[src/rtl/h264_mb_fetch.sv]
// Raster-order macroblock fetcher: reads 96 words per YUV 4:2:0 MB into a local buffer.
// Define H264_MB_FETCH_PINGPONG_EN for a two-bank buffer that overlaps fetch with downstream use.
module h264_mb_fetch #(
  parameter logic [31:0] Y_BASE = 32'd0,
  parameter logic [31:0] U_BASE = 32'd64,
  parameter logic [31:0] V_BASE = 32'd80
) (
  input  logic        i_clk,
  input  logic        i_rst,
  input  logic        i_start,
  input  logic [5:0]  i_frame_w_mb,
  input  logic [5:0]  i_frame_h_mb,
  output logic        o_fetch_req,
  output logic [31:0] o_fetch_addr,
  input  logic [31:0] i_data_word,
  input  logic        i_data_valid,
  output logic        o_mb_valid,
  output logic [5:0]  o_mb_x,
  output logic [5:0]  o_mb_y,
  input  logic [6:0]  i_rd_addr,
  output logic [31:0] o_rd_data,
  input  logic        i_mb_release,
  output logic        o_busy,
  output logic        o_frame_done
);

`ifdef H264_MB_FETCH_PINGPONG_EN
  localparam logic PP        = 1'b1;
  localparam int   BUF_WORDS = 192;
  localparam int   IW        = 8;
`else
  localparam logic PP        = 1'b0;
  localparam int   BUF_WORDS = 96;
  localparam int   IW        = 7;
`endif

  typedef enum logic [1:0] {S_IDLE, S_FETCH, S_DRAIN} state_t;
  state_t r_state, w_next_state;

  logic [5:0]  r_w, r_h, r_x, r_y;
  logic [6:0]  r_cnt;
  logic [31:0] r_addr, r_row;
  logic [31:0] r_mb_y, r_mb_u, r_mb_v;
  logic [31:0] r_line_y, r_line_u, r_line_v;
  logic [1:0]  r_full, r_last;
  logic        r_fill_bank, r_pres_bank;
  logic [5:0]  r_bank_x [2];
  logic [5:0]  r_bank_y [2];
  logic        r_frame_done;
  logic [31:0] r_rd_data;
  logic [31:0] r_buf [BUF_WORDS];

  logic          w_xfer, w_last_word, w_last_col, w_last_mb;
  logic          w_release, w_rel_last, w_dims_ok, w_start_ok;
  logic [31:0]   w_stride_y, w_stride_c;
  logic [31:0]   w_next_line_y, w_next_line_u, w_next_line_v;
  logic [31:0]   w_next_mb_y, w_next_mb_u, w_next_mb_v;
  logic [31:0]   w_next_addr, w_next_row;
  logic [IW-1:0] w_wr_idx, w_rd_idx;

  assign w_xfer      = o_fetch_req && i_data_valid;
  assign w_last_word = (r_cnt == 7'd95);
  assign w_last_col  = (r_x == r_w - 6'd1);
  assign w_last_mb   = w_last_col && (r_y == r_h - 6'd1);
  assign w_release   = i_mb_release && o_mb_valid;
  assign w_rel_last  = w_release && r_last[r_pres_bank];
  assign w_dims_ok   = (i_frame_w_mb != 6'd0) && (i_frame_h_mb != 6'd0);
  assign w_start_ok  = (r_state == S_IDLE) && i_start && w_dims_ok;

  // Strides and MB-row steps are shifts of the latched width, so no multipliers are needed.
  assign w_stride_y    = {24'd0, r_w, 2'd0};
  assign w_stride_c    = {25'd0, r_w, 1'b0};
  assign w_next_line_y = r_line_y + {20'd0, r_w, 6'd0};
  assign w_next_line_u = r_line_u + {22'd0, r_w, 4'd0};
  assign w_next_line_v = r_line_v + {22'd0, r_w, 4'd0};
  assign w_next_mb_y   = w_last_col ? w_next_line_y : r_mb_y + 32'd4;
  assign w_next_mb_u   = w_last_col ? w_next_line_u : r_mb_u + 32'd2;
  assign w_next_mb_v   = w_last_col ? w_next_line_v : r_mb_v + 32'd2;

`ifdef H264_MB_FETCH_PINGPONG_EN
  assign w_wr_idx = r_fill_bank ? ({1'b0, r_cnt} + 8'd96) : {1'b0, r_cnt};
  assign w_rd_idx = r_pres_bank ? ({1'b0, i_rd_addr} + 8'd96) : {1'b0, i_rd_addr};
`else
  assign w_wr_idx = r_cnt;
  assign w_rd_idx = i_rd_addr;
`endif

  always_comb begin
    w_next_addr = r_addr + 32'd1;
    w_next_row  = r_row;
    if (r_cnt == 7'd63) begin
      w_next_addr = r_mb_u;
      w_next_row  = r_mb_u;
    end else if (r_cnt == 7'd79) begin
      w_next_addr = r_mb_v;
      w_next_row  = r_mb_v;
    end else if ((r_cnt < 7'd64) && (r_cnt[1:0] == 2'd3)) begin
      w_next_row  = r_row + w_stride_y;
      w_next_addr = w_next_row;
    end else if ((r_cnt >= 7'd64) && r_cnt[0]) begin
      w_next_row  = r_row + w_stride_c;
      w_next_addr = w_next_row;
    end
  end

  always_ff @(posedge i_clk or posedge i_rst) begin
    if (i_rst) r_state <= S_IDLE;
    else       r_state <= w_next_state;
  end

  always_comb begin
    w_next_state = r_state;
    case (r_state)
      S_IDLE:  if (w_start_ok) w_next_state = S_FETCH;
      S_FETCH: if (w_xfer && w_last_word && w_last_mb) w_next_state = S_DRAIN;
      S_DRAIN: if (w_rel_last) w_next_state = S_IDLE;
      default: w_next_state = S_IDLE;
    endcase
  end

  // Fetch stalls whenever the bank being filled still holds an unreleased MB.
  always_comb begin
    o_fetch_req  = (r_state == S_FETCH) && !r_full[r_fill_bank];
    o_fetch_addr = r_addr;
    o_busy       = (r_state != S_IDLE);
    o_mb_valid   = r_full[r_pres_bank];
    o_mb_x       = r_bank_x[r_pres_bank];
    o_mb_y       = r_bank_y[r_pres_bank];
    o_rd_data    = r_rd_data;
    o_frame_done = r_frame_done;
  end

  always_ff @(posedge i_clk or posedge i_rst) begin
    if (i_rst) begin
      r_w <= '0; r_h <= '0; r_x <= '0; r_y <= '0;
      r_cnt <= '0; r_addr <= '0; r_row <= '0;
      r_mb_y <= '0; r_mb_u <= '0; r_mb_v <= '0;
      r_line_y <= '0; r_line_u <= '0; r_line_v <= '0;
      r_full <= '0; r_last <= '0;
      r_fill_bank <= 1'b0; r_pres_bank <= 1'b0;
      r_bank_x[0] <= '0; r_bank_x[1] <= '0;
      r_bank_y[0] <= '0; r_bank_y[1] <= '0;
      r_frame_done <= 1'b0;
    end else begin
      r_frame_done <= 1'b0;
      if ((r_state == S_IDLE) && i_start) begin
        if (w_dims_ok) begin
          r_w <= i_frame_w_mb; r_h <= i_frame_h_mb;
          r_x <= '0; r_y <= '0; r_cnt <= '0;
          r_addr <= Y_BASE; r_row <= Y_BASE;
          r_mb_y <= Y_BASE; r_mb_u <= U_BASE; r_mb_v <= V_BASE;
          r_line_y <= Y_BASE; r_line_u <= U_BASE; r_line_v <= V_BASE;
          r_full <= '0; r_last <= '0;
          r_fill_bank <= 1'b0; r_pres_bank <= 1'b0;
        end else begin
          r_frame_done <= 1'b1;
        end
      end
      if (w_xfer) begin
        if (w_last_word) begin
          r_full[r_fill_bank]   <= 1'b1;
          r_last[r_fill_bank]   <= w_last_mb;
          r_bank_x[r_fill_bank] <= r_x;
          r_bank_y[r_fill_bank] <= r_y;
          r_fill_bank <= r_fill_bank ^ PP;
          r_cnt <= '0;
          if (!w_last_mb) begin
            r_x    <= w_last_col ? 6'd0 : r_x + 6'd1;
            r_y    <= w_last_col ? r_y + 6'd1 : r_y;
            r_mb_y <= w_next_mb_y; r_mb_u <= w_next_mb_u; r_mb_v <= w_next_mb_v;
            r_addr <= w_next_mb_y; r_row  <= w_next_mb_y;
            if (w_last_col) begin
              r_line_y <= w_next_line_y; r_line_u <= w_next_line_u; r_line_v <= w_next_line_v;
            end
          end
        end else begin
          r_cnt  <= r_cnt + 7'd1;
          r_addr <= w_next_addr;
          r_row  <= w_next_row;
        end
      end
      if (w_release) begin
        r_full[r_pres_bank] <= 1'b0;
        r_pres_bank <= r_pres_bank ^ PP;
        if (w_rel_last) r_frame_done <= 1'b1;
      end
    end
  end

  // Buffer contents carry no reset; they are always rewritten before being presented.
  always_ff @(posedge i_clk) begin
    if (w_xfer) r_buf[w_wr_idx] <= i_data_word;
  end

  always_ff @(posedge i_clk or posedge i_rst) begin
    if (i_rst)                   r_rd_data <= '0;
    else if (i_rd_addr < 7'd96)  r_rd_data <= r_buf[w_rd_idx];
    else                         r_rd_data <= '0;
  end

endmodule

[config.mk]
export PLATFORM = sky130hd
export DESIGN_NAME = h264_mb_fetch
export DESIGN_NICKNAME = d
export VERILOG_FILES = /design/src/rtl/h264_mb_fetch.sv
export SDC_FILE = /design/constraint.sdc
export NUM_CORES = 2
export LEC_CHECK = 0
export BUFFER_PORTS_ARGS = -buffer_cell sky130_fd_sc_hd__buf_2
export CORE_ASPECT_RATIO = 0.9
export CORE_MARGIN = 2
export CORE_UTILIZATION = 50
export CTS_CLUSTER_SIZE = 10
export DETAILED_ROUTE_END_ITERATION = 6
export GPL_ROUTABILITY_DRIVEN = 0
export PLACE_DENSITY = 0.65
export SLEW_MARGIN = 20
export SYNTH_ARGS = -nofsm -noshare
export SYNTH_HDL_FRONTEND = slang
export SYNTH_SLANG_ARGS = --single-unit
[constraint.sdc]
create_clock -name i_clk -period 24.6 [get_ports i_clk]
set_clock_uncertainty 0.15 [all_clocks]
set_input_delay 2.46 -clock i_clk [delete_from_list [all_inputs] [get_ports i_clk]]
set_output_delay 2.46 -clock i_clk [all_outputs]
set_load 0.05 [all_outputs]
## Word-level counts from Yosys, hierarchy flattened

Memory sizes are Yosys's and may differ from the RTL's.
Cells that the tools add are included.

- ROM bits: 0
- Flip-flop bits (word level): 351
- Word-level logic and storage cells: 189
- Memory bits (writable): 3,072
- Bits in latches: 0
- Output and inout port bits: 80
- Bits of input ports: 56
- Memories: 1

Memories:

| memory | words | bits a word | read ports | clocked after memory_dff | wr ports | RTL line | source |
|---|---|---|---|---|---|---|---|
| r_buf | 96 | 32 | 1 | 0 | 1 | 51 | `logic [31:0] r_buf [BUF_WORDS];` |

- Multiply operators: 0
- $lt $le $gt $ge: 7
- Eq/ne operators: 14
- Reductions and logical operators: 25
- Shift-type cells: 0
- Add/sub/neg operators: 14
- Bitwise logic cells: 2
- Div/mod/pow operators: 0
- Mux-type cells: 103

Operators by type and width:

| cell | number |
|---|---|
| $mux 32 | 55 |
| $mux 6 | 13 |
| $add 32x10->32 | 2 |
| $add 32x2->32 const B | 2 |
| $add 32x1->32 const B | 1 |
| $add 32x12->32 | 1 |
| $add 32x3->32 const B | 1 |
| $add 32x7->32 | 1 |
| $add 32x8->32 | 1 |
| $mux 7 | 4 |
| $bwmux 12 | 2 |
| $mux 2 | 11 |
| $eq 7x7->1 const B | 2 |
| $logic_and 1x1->1 | 14 |
| $lt 7x7->1 const B | 2 |
| $mux 1 | 14 |
| $add 6x1->6 const B | 2 |
| $eq 6x6->1 | 2 |
| $reduce_bool 6->1 | 2 |
| $sub 6x1->6 const B | 2 |
| $ne 2x2->1 const B | 4 |
| $add 7x1->7 const B | 1 |
| $eq 7x6->1 const B | 1 |
| $ge 7x7->1 const B | 1 |
| other kinds (19) | 24 |

## Logic depth before layout (Yosys ltp)

- Depth in word-level cells: 9
- Mapped depth: 12
- Gate-level depth less buffers: 10

## Worst setup path after synthesis

Ideal clock, no wire load.

- Path kind: in2reg
- From: input i_data_valid
- To: memory r_buf[12][0], enable pin
- Arrival: 4.876 ns
- Setup slack: 19.153 ns
- Data required time: 24.029 ns
- Library setup time: 0.421 ns
- Stages on the path: 5
- Path buffers: 2
- Cell sequence: nor4bb_1 > clkbuf_1 > nand3_1 > clkbuf_1 > nor2_1

- Longest elaborated chain between the ends: 3

RTL lines:

| element | RTL line | source |
|---|---|---|
| from (decl) | 16 | `input logic i_data_valid,` |
| $logic_and 1x1->1 | 61 | `assign w_xfer = o_fetch_req && i_data_valid;` |
| $mux 1 | 192 | `if (w_xfer) r_buf[w_wr_idx] <= i_data_word;` |
| $mux 1 (not written as such) | 192 |  |
| to (decl) | 51 |  |

No other way between the ends.

## Worst setup path in the final report

- From: input i_rd_addr[0]
- To: register r_rd_data[31] (netlist: o_rd_data[31])

- Longest elaborated chain between the ends: 2
- Elaborated cells between the ends (all ways): 3
- Classes of those cells: order compare: 1; mux: 1; memory: 1

RTL lines:

| element | RTL line | source |
|---|---|---|
| from (decl) | 20 | `input logic [6:0] i_rd_addr,` |
| $mem_v2 96x32 or $lt 7x7->1 (tied branches) | n/a |  |
| $mux 32 * | 197 | `else if (i_rd_addr < 7'd96) r_rd_data <= r_buf[w_rd_idx];` |
| to (signal assigned) | 197 |  |
| to (decl) | 50 | `logic [31:0] r_rd_data;` |

Every way passes the cells marked *; elsewhere a longest branch is shown, timed or not.
A chain may end at the register's enable or synchronous reset.

==> summary.txt <==
Route
  – DRC errors left: 0
  – Final wirelength: 388 mm
  – DR vias: 74500
  – DR iter-0 viols: 10800
  – Post-route ant nets: 0
  – Wire length per cell: 34.3 um
  – First-pass DRT Iterations: 6
  – Vias per cell: 6.60

Timing
  – RSZ-0062 raised after global routing: false
  – Worst Max-Slew Pin Slew: 1.18 ns
  – Fin Hold WS: 0.323 ns
  – Setup TNS: 0 ns
  – Final hold vios: 0
  – Slew Viols, Final: 0
  – Final setup margin: 17.42 ns
  – Crit share post-route: 29.2%
  – Highest Clock Rate: 139 MHz
  – Slew margin rel.: 21.0%
  – Fin crit period: 7.18 ns
  – # setup viols final: 0

Worst setup path
  – CP bufs+invs: 6
  – Worst Path Arrival: 7.77 ns
  – CP endpoint kind: flip-flop
  – CP Cell Sequence: buf_12 -> buf_4 -> buf_4 -> buf_12 -> buf_4 -> mux4_2 -> mux4_2 -> mux4_2 -> inv_1 -> o22ai_1
  – CP delay by family, top: buffers and inverters
  – Startpoint types: input pin
  – CP Max Fanout: 96
  – Crit-path slowest cell: buf_4
  – WP data required: 25.19 ns
  – CP peak stage delay: 0.76 ns
  – Setup Crit Path Kind: input pin to flip-flop

Pwr
  – P_sw: 0.00290 W
  – Logic pwr share: 7.4%
  – Int Pwr: 0.00968 W
  – VDD IR max: 0.0000671 V
  – Clock group share of total power: 41.0%
  – Leak pwr: 50.6 nW
  – Power per cell area: 81.0 nW/um2
  – Sequential power share: 51.7%
  – Switch share: 23.1%

Logic synthesis
  – Syn_nets: 7150
  – YS warnings: 0
  – Async set-reset flop share out of synthesis: 9.86%
  – Post-Synthesis Cell Area: 138000 um2
  – Number of flops mapped to enable cells by yosys: 3072
  – Gate Count Post-Synth: 7050
  – Sequential area share after synthesis: 73.0%
  – Seq cells post-synth: 3408
  – Avg Cell Area, Syn: 19.6 um2
  – Ys flop type: edfxtp_1
  – Yosys cell types: 89

Clock tree
  – Clock root buffer master: clkbuf_16
  – Gates resized, CTS repair: 0
  – CTS H-tree depth: 5
  – CTS Hold Bufs: 0
  – Clk buf depth: 4
  – CTS Buf Count: 388
  – Post CTS Setup Buffer Count: 0
  – Worst-skew pair later-pin latency: 0.90 ns
  – CTS tree: yes
  – Sink Count: 3408
  – Clock transition at the registers of the reported paths: 0.05 ns

Floorplanning
  – DIE WIDTH: 558 um
  – Placement Rows: 182
  – IO Pins: 136
  – DIE AREA: 280000 um2
  – Die Ht: 502 um
  – Core area: 274000 um2
  – Starting Density: 50.4%

Cells and area
  – Share of cells above drive strength 1: 25.2%
  – Commonest non-fill, non-tap cell in the layout: edfxtp_1
  – Final #Nets: 7497
  – Fin util: 56.7%
  – Commonest non-fill, non-tap cells in the layout: edfxtp_1 (3072), mux4_2 (976), nand2_1 (427), clkbuf_16 (393), dfrtp_1 (336)
  – Synth-to-Final Area Change: 12.6%

Hold path
  – Hold/Removal Path Class: flip-flop to flip-flop

Place
  – Detail Placement HPWL: 211 mm
  – Buffers on Ports: 135
  – Pre-CTS setup slack: 16.25 ns

GRT
  – Initial antenna violation count: 24
  – GR Util met1: 40.7%
  – Busiest grt layer: met2
  – Grt met2 use: 41.9%
  – Vias in the first global route: 72800
  – GRT Overall Usage: 27.7%
  – First-pass GRT wire length: 547 mm
  – GR Util met3: 5.99%
  – Pin count of the biggest net entering global routing: 149
  – GRT overflow: 0

Outcome
  – Status: complete, no violations

Job
  – Max cap viols: 0
stage by stage:
step / cells / cell area, um2 / total power, W
2_1_floorplan: 7050 / 138000 / 0.00711
3_3_place_gp: 10700 / 144000 / 0.00751
3_5_place_dp: 10700 / 144000 / 0.00753
4_1_cts: 11300 / 155000 / 0.0126
5_1_grt: 11300 / 155000 / 0.0129
6_report: 11300 / 155000 / 0.0126
sequential cells by signal, summed over array words and instances (netlist names), 32 cells and up:
register / count
r_row: 32
r_line_u: 32
o_rd_data: 32
r_mb_y: 32
r_buf: 3072
r_mb_v: 32
r_mb_u: 32
o_fetch_addr: 32
r_line_v: 32
r_line_y: 32
power groups by stage:
stage | logic, W | registers (W) | clock network, W
6_report | 0.000925 | 0.00650 | 0.00515
5_1_grt | 0.000975 | 0.00650 | 0.00544
4_1_cts | 0.000919 | 0.00650 | 0.00522
3_5_place_dp | 0.000916 | 0.00661 | 0
3_3_place_gp | 0.000905 | 0.00661 | 0
2_1_floorplan | 0.000462 | 0.00665 | 0
layout make-up:
| type | count | area (um2) |
|---|---|---|
| Tap cell | 3680 | 4600 |
| Clock buffer | 574 | 10600 |
| Clock inverter | 22 | 377 |
| Timing Repair Buffer | 348 | 2550 |
| Sequential cell | 3408 | 101000 |
| Fill cell | 20300 | 118000 |
| Inverter | 62 | 240 |
| Antenna cell | 7 | 17.5 |
| Multi-Input combinational cell | 3189 | 36200 |
metal layers:
layer	share of wire (%)	vias to the layer above
met5	0.028	-
li1	-	29800
met2	46	4213
met4	3.0	16
met1	40	39900
met3	11	594
kinds of logic after synthesis:
| kind of cell | after synthesis | synth area share, % |
|---|---|---|
| multiplexers | 1053 | 16.5 |
| flip-flops | 3408 | 73.0 |
| XOR/XNOR | 171 | 1.09 |
| adder cells (fa/ha/maj) | 44 | 0.426 |
| AND/OR/NAND/NOR | 1139 | 3.86 |
| buffers and inverters | 453 | 1.41 |
| AO/OA/AOI/OAI | 782 | 3.72 |
Yosys cell counts, types with 24 or more instances:
cell	instances	area, um2
and3_1	42	263
o21ai_0	233	1170
a21oi_1	121	606
mux2i_1	61	611
clkbuf_1	208	781
nor3_1	55	275
nand2_1	428	1610
mux4_2	976	22000
xnor2_1	81	709
a22o_1	25	219
xor2_1	90	788
inv_1	62	233
buf_1	37	139
and2_1	34	213
edfxtp_1	3072	92200
nor4_1	39	244
a31oi_1	31	194
nand3_1	119	596
nand4_1	48	300
nor2_1	266	998
a21o_1	29	218
o22ai_1	47	294
o211ai_1	52	390
o311ai_0	25	219
ha_1	39	488
a22oi_1	24	180
buf_2	125	626
dfrtp_1	336	8410
worst paths after layout:
check                                        endpoint               startpoint  slack [ns]  cells past startpoint
max in group asynchronous      r_line_v[16]$_DFF_PP0_                    i_rst       20.77                      4
hold reg to reg               r_bank_x[8]$_DFFE_PP0P_  r_bank_x[8]$_DFFE_PP0P_        0.32                      2
hold / removal                r_bank_x[8]$_DFFE_PP0P_  r_bank_x[8]$_DFFE_PP0P_        0.32                      2
setup reg to reg               r_line_v[22]$_DFF_PP0_       r_w[1]$_DFFE_PP0P_       19.25                     12
min in group asynchronous  o_fetch_addr[26]$_DFF_PP0_                    i_rst        1.50                      2
setup / recovery              o_rd_data[31]$_DFF_PP0_             i_rd_addr[0]       17.42                     10
tightest hold or removal path: stages (launching register included):
cell and delay, ns:
dfrtp_1 0.34, nand2_1 0.05, nand2_1 0.05
(Power assumes the default switching activity.)
